<file path="config.mk">
export PLATFORM = sky130hd
export DESIGN_NAME = serial_subtractor
export DESIGN_NICKNAME = d
export VERILOG_FILES = /design/src/rtl/serial_subtractor_pkg.sv /design/src/rtl/serial_subtractor_full_subtractor.sv /design/src/rtl/serial_subtractor.sv
export SDC_FILE = /design/constraint.sdc
export NUM_CORES = 1
export LEC_CHECK = 0
export ABC_CLOCK_PERIOD_IN_PS = 4200
export BUFFER_PORTS_ARGS = -buffer_cell sky130_fd_sc_hd__buf_2
export CAP_MARGIN = 20
export CORE_UTILIZATION = 55
export DETAILED_ROUTE_END_ITERATION = 12
export GPL_TIMING_DRIVEN = 0
export PLACE_DENSITY = 0.78
export SLEW_MARGIN = 10
export SYNTH_ARGS = -nofsm -noshare
export SYNTH_HDL_FRONTEND = slang
export SYNTH_SLANG_ARGS = --single-unit
export TNS_END_PERCENT = 5
</file>
<file path="constraint.sdc">
create_clock -name clk -period 4.2 [get_ports clk]
set_input_delay 0.21 -clock clk [delete_from_list [all_inputs] [get_ports clk]]
set_output_delay 0.21 -clock clk [all_outputs]
set_load 0.01 [all_outputs]
</file>
<file path="src/rtl/serial_subtractor_pkg.sv">
// Shared definitions for the bit-serial subtractor: default width, FSM encoding
// and the bit-counter sizing helper.
package serial_subtractor_pkg;

    localparam int WIDTH_DEF = 17;
    localparam int RES_W     = WIDTH_DEF + 1;

    typedef enum logic [1:0] {
        ST_IDLE = 2'd0,
        ST_RUN  = 2'd1,
        ST_DONE = 2'd2
    } state_t;

    // One spare bit so the counter can never wrap inside an operation.
    function automatic int cnt_w(input int w);
        return $clog2(w) + 1;
    endfunction

endpackage

</file>
<file path="src/rtl/serial_subtractor_full_subtractor.sv">
// Single-bit full subtractor: diff = a - b - bin, with borrow out.
module full_subtractor (
    output logic bout,
    output logic diff,
    input  logic a,
    input  logic b,
    input  logic bin
);

    assign diff = a ^ b ^ bin;
    assign bout = (~a & b) | (~(a ^ b) & bin);

endmodule

</file>
<file path="src/rtl/serial_subtractor.sv">
// Bit-serial unsigned subtractor, LSB first, one bit per clock through a single
// full-subtractor cell; result is {final borrow, difference}.
module serial_subtractor
    import serial_subtractor_pkg::*;
#(
    parameter int WIDTH = WIDTH_DEF
) (
    input  logic             clk,
    input  logic             resetn,
    input  logic             start,
    input  logic [WIDTH-1:0] in0,
    input  logic [WIDTH-1:0] in1,
    output logic [WIDTH:0]   out,
    output logic             zero,
    output logic             busy,
    output logic             done
);

    // state | meaning
    // IDLE  | waiting for start; operands loaded on acceptance
    // RUN   | one bit processed per edge, LSB first
    // DONE  | result published, done pulse high for this cycle

    localparam int             CW   = cnt_w(WIDTH);
    localparam logic [CW-1:0]  LAST = CW'(WIDTH - 1);

    state_t              r_state;
    state_t              w_next;
    logic [WIDTH-1:0]    r_a;
    logic [WIDTH-1:0]    r_b;
    logic [WIDTH-2:0]    r_diff;
    logic                r_borrow;
    logic [CW-1:0]       r_count;
    logic [WIDTH:0]      r_out;
    logic                r_zero;
    logic                r_busy;
    logic                r_done;
    logic                w_d;
    logic                w_bout;
    logic [WIDTH-1:0]    w_diff_final;

    full_subtractor u_fs (
        .bout (w_bout),
        .diff (w_d),
        .a    (r_a[0]),
        .b    (r_b[0]),
        .bin  (r_borrow)
    );

    // On the last edge the newest bit lands on top of the bits already collected.
    assign w_diff_final = {w_d, r_diff};

    always_ff @(posedge clk) begin
        if (!resetn) begin
            r_state <= ST_IDLE;
        end else begin
            r_state <= w_next;
        end
    end

    always_comb begin
        w_next = ST_IDLE;
        case (r_state)
            ST_IDLE: w_next = start ? ST_RUN : ST_IDLE;
            ST_RUN:  w_next = (r_count == LAST) ? ST_DONE : ST_RUN;
            ST_DONE: w_next = ST_IDLE;
            default: w_next = ST_IDLE;
        endcase
    end

    always_ff @(posedge clk) begin
        if (!resetn) begin
            r_a      <= '0;
            r_b      <= '0;
            r_diff   <= '0;
            r_borrow <= 1'b0;
            r_count  <= '0;
            r_out    <= '0;
            r_zero   <= 1'b0;
            r_busy   <= 1'b0;
            r_done   <= 1'b0;
        end else begin
            case (r_state)
                ST_IDLE: begin
                    if (start) begin
                        r_a      <= in0;
                        r_b      <= in1;
                        r_borrow <= 1'b0;
                        r_count  <= '0;
                        r_busy   <= 1'b1;
                    end
                end
                ST_RUN: begin
                    r_a      <= r_a >> 1;
                    r_b      <= r_b >> 1;
                    r_diff   <= {w_d, r_diff[WIDTH-2:1]};
                    r_borrow <= w_bout;
                    r_count  <= r_count + CW'(1);
                    if (r_count == LAST) begin
                        r_out  <= {w_bout, w_diff_final};
                        r_zero <= ~w_bout && (w_diff_final == '0);
                        r_done <= 1'b1;
                    end
                end
                ST_DONE: begin
                    r_done <= 1'b0;
                    r_busy <= 1'b0;
                end
                default: begin
                    r_done <= 1'b0;
                    r_busy <= 1'b0;
                end
            endcase
        end
    end

    assign out  = r_out;
    assign zero = r_zero;
    assign busy = r_busy;
    assign done = r_done;

endmodule

</file>
==> flow_metrics.py, run 1 <==
metrics = {
    "run_status": {
        "outcome": "finished clean",
    },
    "sta": {
        "fin_tns_setup_ns": 0,
        "timing.final.crit_share_pct": 41.8,
        "max-slew-margin-rel_pct": 52.0,
        "fmax_mhz": 569,
        "hold_viol_final": 0,
        "setup_ws_ns": 2.44,
        "rsz0062_at_grt": "no",
        "setup_violations": 0,
        "finalMaxSlewViolations": 0,
        "period_needed_ns": 1.76,
        "fin_skew_ns": 0.00988,
        "holdWs_ns": 0.129,
        "worst_slew_pin_slew_ns": 0.719,
    },
    "worst_setup_path": {
        "cp_max_fo": 3,
        "startpoint_type": "flop",
        "path_buf_inv": 1,
        "crit_chain": "inv_1, fa_1, nor4b_1, nand4_1, o31ai_1",
        "critPathArrivalTime_ns": 2.02,
        "crit_path_top_delay_cell": "fa_1",
        "crit_family": "adder cells",
        "cpPeakStageDelay_ns": 0.56,
        "crit_path_end_kind": "flop",
        "crit_required_ns": 4.47,
        "path_class": "flop to flop",
    },
    "clock_network": {
        "hold_buffers": 0,
        "clk_latency_ns": 0.35,
        "post_cts_buffers": 0,
        "ctsResizeCount": 0,
        "cts-root-buf": "clkbuf_8",
        "clock_sink_count": 80,
        "clkSlewWorstSetupHoldPaths_ns": 0.08,
        "cts_buffers": 9,
        "cts_tree": "yes",
        "clock_path_buffers": 2,
        "htreeDepth": 3,
    },
    "global_route": {
        "grt_pass1_vias": 2837,
        "antenna_found_initial": 0,
        "grt.overflow.total": 0,
        "grtUsageTotal_pct": 26.1,
        "grt_start_max_net_pins": 13,
        "grt_pass1_wl_um": 13000,
    },
    "final_layout": {
        "syn_to_final_growth_pct": 16.1,
        "final_cells": 552,
        "final_cell_mix": "dfxtp_1, a21oi_1, buf_2, o21ai_0, nor2_1",
        "drive_gt1_share_pct": 17.4,
        "seqCellArea_mm2": 0.00160,
        "n_antenna_cell": 0,
        "final_core_util_pct": 66.1,
        "multi_input_area_mm2": 0.00157,
        "fillers": 523,
        "final_common_cell": "dfxtp_1",
        "finalNetCount": 513,
    },
    "synthesis": {
        "ys_warn_count": 0,
        "ys_types": 40,
        "avgSynthCellArea_um2": 8.28,
        "synth_area_mm2": 0.00337,
        "synth_cells": 407,
        "synth-seq-area-share_pct": 47.5,
        "synth_seq_cells": 80,
        "syn_nets": 447,
    },
    "detailed_routing": {
        "final_antenna_net_count": 0,
        "routed_wl_um": 7830,
        "drtIter0Drc": 161,
        "drc_errors": 0,
        "dr.pass1.iters": 4,
        "wl_per_cell_um": 14.2,
        "routed_via_density": 5.73,
        "vias": 3164,
    },
    "floorplan": {
        "core_area_mm2": 0.00592,
        "dieArea_mm2": 0.00645,
        "start_util_pct": 56.9,
        "rows": 28,
        "die_x_um": 80.3,
        "ios": 58,
        "chipHeight_um": 80.3,
    },
    "placed_design": {
        "dp.cells": 537,
        "portBuffers": 55,
        "pre_cts_ws_ns": 2.46,
        "hpwl_um": 5490,
        "gp_congestion": 0.841,
    },
    "flow_run": {
        "cap_violations": 0,
    },
    "power": {
        "leakage_nw": 1.48,
        "p_per_area_mw_per_mm2": 379,
        "vdd_ir_drop_max_mv": 0.253,
    },
    "worst_hold_path": {
        "hold_class": "input pin to flop",
    },
}
power by group:
group          internal, W  switching (W)
registers         0.000792      0.0000192
logic            0.0000639       0.000103
clock network     0.000242       0.000262
total              0.00110       0.000384
through the flow:
stage | area, µm² | power (W)
after detailed placement | 3740 | 0.000991
final | 3910 | 0.00148
after CTS | 3910 | 0.00149
after floorplan | 3370 | 0.000937
after global placement | 3740 | 0.000985
after global routing | 3910 | 0.00155
worst paths after layout:
check	depth (start not counted)	start	slack (ns)	endpoint
setup / recovery	5	r_a[0]$_SDFFE_PN0P_	2.44	zero$_SDFFE_PN0P_
hold / removal	3	in1[16]	0.13	r_b[16]$_SDFFE_PN0P_
setup reg to reg	5	r_a[0]$_SDFFE_PN0P_	2.44	zero$_SDFFE_PN0P_
hold reg to reg	2	out[4]$_SDFFE_PN0P_	0.47	out[4]$_SDFFE_PN0P_
cells by family after synthesis:
family,after synthesis,synth area share [%]
adders and majority gates,3,1.34
and+or+nand+nor,113,15.4
AOI/OAI and AO/OA,165,29.3
buffers and inverters,44,5.79
DFF,80,47.5
muxes,2,0.594
cell type report:
type | instances | area share (%)
timing repair buffer | 55 | 7.04
clock buffer | 12 | 3.97
sequential | 80 | 40.9
buffer | 37 | 4.32
inverter | 7 | 0.672
tap | 75 | 2.40
multi-input combinational | 283 | 40.2
clock inverter | 3 | 0.448
per-layer routing:
layer / global-route usage [%] / wire, µm
met2: 44.2 / 3840
met5: 0 / 0
met3: 5.68 / 356
met4: 9.64 / 81
met1: 32.5 / 3550
tightest hold or removal path, cell delays in order:
cell     delay (ns)
buf_2          0.09
a22oi_1        0.06
nor2_1         0.08
synthesized netlist by cell type (all sizes together):
| cell type | n | area share (%) |
|---|---|---|
| nor4b | 2 | 0.71 |
| nor3b | 2 | 0.45 |
| ha | 2 | 0.74 |
| nand2b | 2 | 0.59 |
| or4 | 1 | 0.22 |
| fa | 1 | 0.59 |
| a221oi | 1 | 0.26 |
| o2bb2ai | 29 | 7.5 |
| o21bai | 1 | 0.22 |
| dfxtp | 80 | 48 |
| a31oi | 1 | 0.19 |
| clkbuf | 26 | 2.9 |
| and3b | 1 | 0.26 |
| or4b | 1 | 0.30 |
| a21oi | 66 | 9.8 |
| inv | 7 | 0.78 |
| nand2 | 37 | 4.1 |
| nand4 | 1 | 0.19 |
| o22ai | 3 | 0.56 |
| nor4 | 3 | 0.56 |
| nor2b | 2 | 0.37 |
| nand3b | 1 | 0.22 |
| a311oi | 2 | 0.52 |
| buf | 11 | 2.1 |
| o21ba | 1 | 0.30 |
| o211ai | 2 | 0.59 |
| a211oi | 3 | 0.67 |
| nand3 | 21 | 3.1 |
| o31ai | 1 | 0.22 |
| nor2 | 39 | 4.3 |
| mux2i | 2 | 0.59 |
| a22oi | 4 | 0.89 |
| o21ai | 51 | 7.6 |
flip-flops by register name (all words and copies together), names as in the netlist:
name	flops
r_count	6
r_state	2
busy	1
r_borrow	1
r_a	17
r_diff	16
done	1
zero	1
out	18
r_b	17
(Power assumes the default switching activity.)
==> run 2: changes to the inputs <==
--- a/config.mk
+++ b/config.mk
@@ -5,13 +5,14 @@
 export SDC_FILE = /design/constraint.sdc
 export NUM_CORES = 1
 export LEC_CHECK = 0
-export ABC_CLOCK_PERIOD_IN_PS = 4200
+export ABC_AREA = 1
+export ABC_CLOCK_PERIOD_IN_PS = 1450
 export BUFFER_PORTS_ARGS = -buffer_cell sky130_fd_sc_hd__buf_2
 export CAP_MARGIN = 20
-export CORE_UTILIZATION = 55
+export CORE_UTILIZATION = 50
 export DETAILED_ROUTE_END_ITERATION = 12
 export GPL_TIMING_DRIVEN = 0
-export PLACE_DENSITY = 0.78
+export PLACE_DENSITY = 0.75
 export SLEW_MARGIN = 10
 export SYNTH_ARGS = -nofsm -noshare
 export SYNTH_HDL_FRONTEND = slang
==> constraint.sdc (replaced) <==
create_clock -name clk -period 1.45 [get_ports clk]
set_input_delay 0.0725 -clock clk [delete_from_list [all_inputs] [get_ports clk]]
set_output_delay 0.0725 -clock clk [all_outputs]
set_load 0.01 [all_outputs]
==> run 2 against run 1 <==
  * Total power grew to 3.0 times the previous value
  * Sequential share of layout area shrank 0.60 points
  * Non-clock buffer count shrank 3
  * Maximum frequency grew 25%
  * Via count shrank 3.1%
  * Critical path depth grew 3
  * Synthesized cell count grew 8.1%
  * Die area grew 7.8%
  * Global-route usage shrank 3.4 points
  * Final cell count grew 7.8%
  * Highest routed layer unchanged
==> flow_metrics.py, run 2 <==
metrics = {
    "run_status": {
        "outcome": "finished clean",
    },
    "clock_network": {
        "clk_latency_ns": 0.35,
        "htreeDepth": 3,
        "clock_path_buffers": 2,
        "clock_sink_count": 80,
        "clkSlewWorstSetupHoldPaths_ns": 0.08,
        "cts-root-buf": "clkbuf_8",
        "cts_buffers": 9,
        "cts_tree": "yes",
    },
    "synthesis": {
        "yosys-top-cells-count": "o21ai_0, dfxtp_1, nand2_1, a21oi_1, inv_1",
        "synth_top_area_share_pct": 48.4,
        "yosys-top-cells-area": "dfxtp_1, o21ai_0, a21oi_1",
        "async_flop_share_pct": 0,
        "synth_flop_cell": "dfxtp_1",
        "synth.most_common_cell": "o21ai_0",
        "avgSynthCellArea_um2": 7.52,
        "ys_types": 22,
        "synth-edff-count": 0,
        "yosys.area.top_type": "dfxtp_1",
        "synth-seq-area-share_pct": 48.4,
        "ys_warn_count": 0,
        "synth_area_mm2": 0.00331,
        "synth_seq_cells": 80,
        "syn_nets": 480,
        "synth_cells": 440,
    },
    "power": {
        "fin_total_pwr_w": 0.00448,
        "netSwitchingFraction_pct": 26.3,
        "leakage_nw": 1.77,
        "power.internal_w": 0.00331,
        "seq_power_share_pct": 53.4,
        "vdd_ir_drop_max_mv": 0.751,
        "p_comb_share_pct": 11.4,
        "p_sw_w": 0.00118,
        "pwr-share-clk_pct": 35.2,
        "p_per_area_mw_per_mm2": 1120,
    },
    "global_route": {
        "antenna_found_initial": 0,
        "grt_start_max_net_pins": 14,
        "grtUsageTotal_pct": 22.8,
        "grt_pass1_wl_um": 13000,
        "grt_pass1_vias": 3002,
        "grt.overflow.total": 0,
    },
    "sta": {
        "setup_violations": 0,
        "fin_skew_ns": 0.00622,
        "holdWs_ns": 0.0963,
        "finalMaxSlewViolations": 0,
        "rsz0062_at_grt": "yes",
        "period_needed_ns": 1.41,
        "worst_slew_pin_slew_ns": 0.513,
        "fin_tns_setup_ns": 0,
        "setup_ws_ns": 0.0404,
        "fmax_mhz": 709,
        "max-slew-margin-rel_pct": 65.8,
        "hold_viol_final": 0,
        "timing.final.crit_share_pct": 97.2,
    },
    "worst_setup_path": {
        "crit_family": "adder cells",
        "crit_chain": "inv_1, fa_2, nand2_1, nor2_1, nand3_1, nand2_1, nand2_1, inv_1",
        "path_class": "flop to flop",
        "path_buf_inv": 2,
        "crit_path_top_delay_cell": "fa_2",
        "startpoint_type": "flop",
        "crit_path_end_kind": "flop",
        "crit_required_ns": 1.75,
        "cpMostUsedCell": "nand2_1",
        "critPathArrivalTime_ns": 1.70,
        "cpPeakStageDelay_ns": 0.57,
        "cp_max_fo": 3,
    },
    "final_layout": {
        "final_cell_mix": "o21ai_0, dfxtp_1, buf_2, nand2_1, a21oi_1",
        "n_antenna_cell": 0,
        "syn_to_final_growth_pct": 20.5,
        "largest_reg_flops": 18,
        "finalNetCount": 553,
        "final_common_cell": "o21ai_0",
        "drive_gt1_share_pct": 22.0,
        "fillers": 594,
    },
    "detailed_routing": {
        "vias": 3065,
        "routed.top_layer": "met4",
        "routed_via_density": 5.15,
        "wl_per_cell_um": 12.3,
        "final_antenna_net_count": 0,
        "dr.pass1.iters": 4,
        "route.met3.wl_um": 246,
        "drtIter0Drc": 195,
        "met1_length_um": 3530,
        "wl_met2_um": 3450,
        "drc_errors": 0,
        "routed_wl_um": 7340,
    },
    "floorplan": {
        "chipHeight_um": 83.4,
        "start_util_pct": 51.8,
        "rows": 29,
        "dieArea_mm2": 0.00695,
        "die_x_um": 83.4,
        "core_area_mm2": 0.00639,
        "ios": 58,
    },
    "placed_design": {
        "gp_congestion": 0.781,
        "pre_cts_ws_ns": -0.177,
        "portBuffers": 56,
        "hpwl_um": 5220,
    },
    "flow_run": {
        "cap_violations": 0,
    },
    "worst_hold_path": {
        "hold_class": "input pin to flop",
    },
}
==> run 2: cell count changes in the layout (fill, tap and decap cells not counted), sizes merged, moves of 3 or more <==
cell	before	now
buf	66	72
o2bb2ai	29	0
clkbuf	38	25
a21oi	66	59
o22ai	3	0
nor4	3	0
inv	7	58
nor2	39	24
a22oi	4	0
o21ai	51	96
nand2	37	67
==> run 2: final timing paths <==
check	startpoint	end	slack, ns	depth (start not counted)
worst max-delay path	r_a[0]$_SDFFE_PN0P_	zero$_SDFFE_PN0P_	0.04	8
worst min-delay path	in1[11]	r_b[11]$_SDFFE_PN0P_	0.1	5
worst max register to register	r_a[0]$_SDFFE_PN0P_	zero$_SDFFE_PN0P_	0.04	8
worst min register to register	r_b[10]$_SDFFE_PN0P_	r_b[10]$_SDFFE_PN0P_	0.46	2
==> run 2: repair_timing <==
action	CTS	global route
pin swaps	5	4
gates resized for setup	8	17
hold buffers	2	0
buffers inserted	4	0
endpoints found under the hold margin	2	0
setup endpoints to repair	18	52
gates cloned	0	0
==> run 2: cell families after synthesis <==
| group | Yosys count | share of synthesized area [%] |
|---|---|---|
| AND/OR/NAND/NOR | 115 | 15.0 |
| adder cells (fa/ha/maj) | 3 | 1.36 |
| buffers and inverters | 85 | 10.5 |
| flip-flops | 80 | 48.4 |
| AO/OA/AOI/OAI | 157 | 24.8 |
==> run 2: final cells by class <==
type / count / area, µm² / share of cell area [%]
Clock inverter: 6 / 60.1 / 1.51
Multi-Input combinational cell: 275 / 1390 / 35.0
Inverter: 58 / 218 / 5.46
Timing Repair Buffer: 62 / 343 / 8.60
Sequential cell: 80 / 1610 / 40.3
Clock buffer: 10 / 128 / 3.20
Buffer: 27 / 140 / 3.52
Tap cell: 77 / 96.3 / 2.42
==> run 2: through the flow <==
stage | instance area (µm²) | std cells | util (%)
detailed placement | 3690 | 573 | 57.7
finish | 3990 | 595 | 62.4
floorplan | 3310 | 440 | -
global placement | 3690 | 573 | 57.7
global route | 3990 | 595 | 62.4
CTS | 3960 | 595 | 62.0
==> run 2: worst register-to-register path: cells and delay by family (launching register included) <==
| family | cells | cell delay, ns |
|---|---|---|
| fa+ha+maj | 1 | 0.57 |
| buf+inv | 2 | 0.10 |
| flops | 1 | 0.33 |
| simple gates | 5 | 0.37 |
==> run 2: metal layers <==
layer | vias up | GRT usage [%]
met4 | 0 | 9.40
li1 | 1582 | -
met3 | 11 | 3.08
met2 | 79 | 40.1
met1 | 1393 | 27.9
met5 | - | 0
==> run 2: power by group through the flow <==
stage | Clock [W] | Sequential (W) | Combinational [W]
floorplan | 0 | 0.00242 | 0.000345
global placement | 0 | 0.00244 | 0.000478
CTS | 0.00160 | 0.00239 | 0.000505
detailed placement | 0 | 0.00244 | 0.000494
finish | 0.00158 | 0.00239 | 0.000512
global route | 0.00168 | 0.00241 | 0.000593
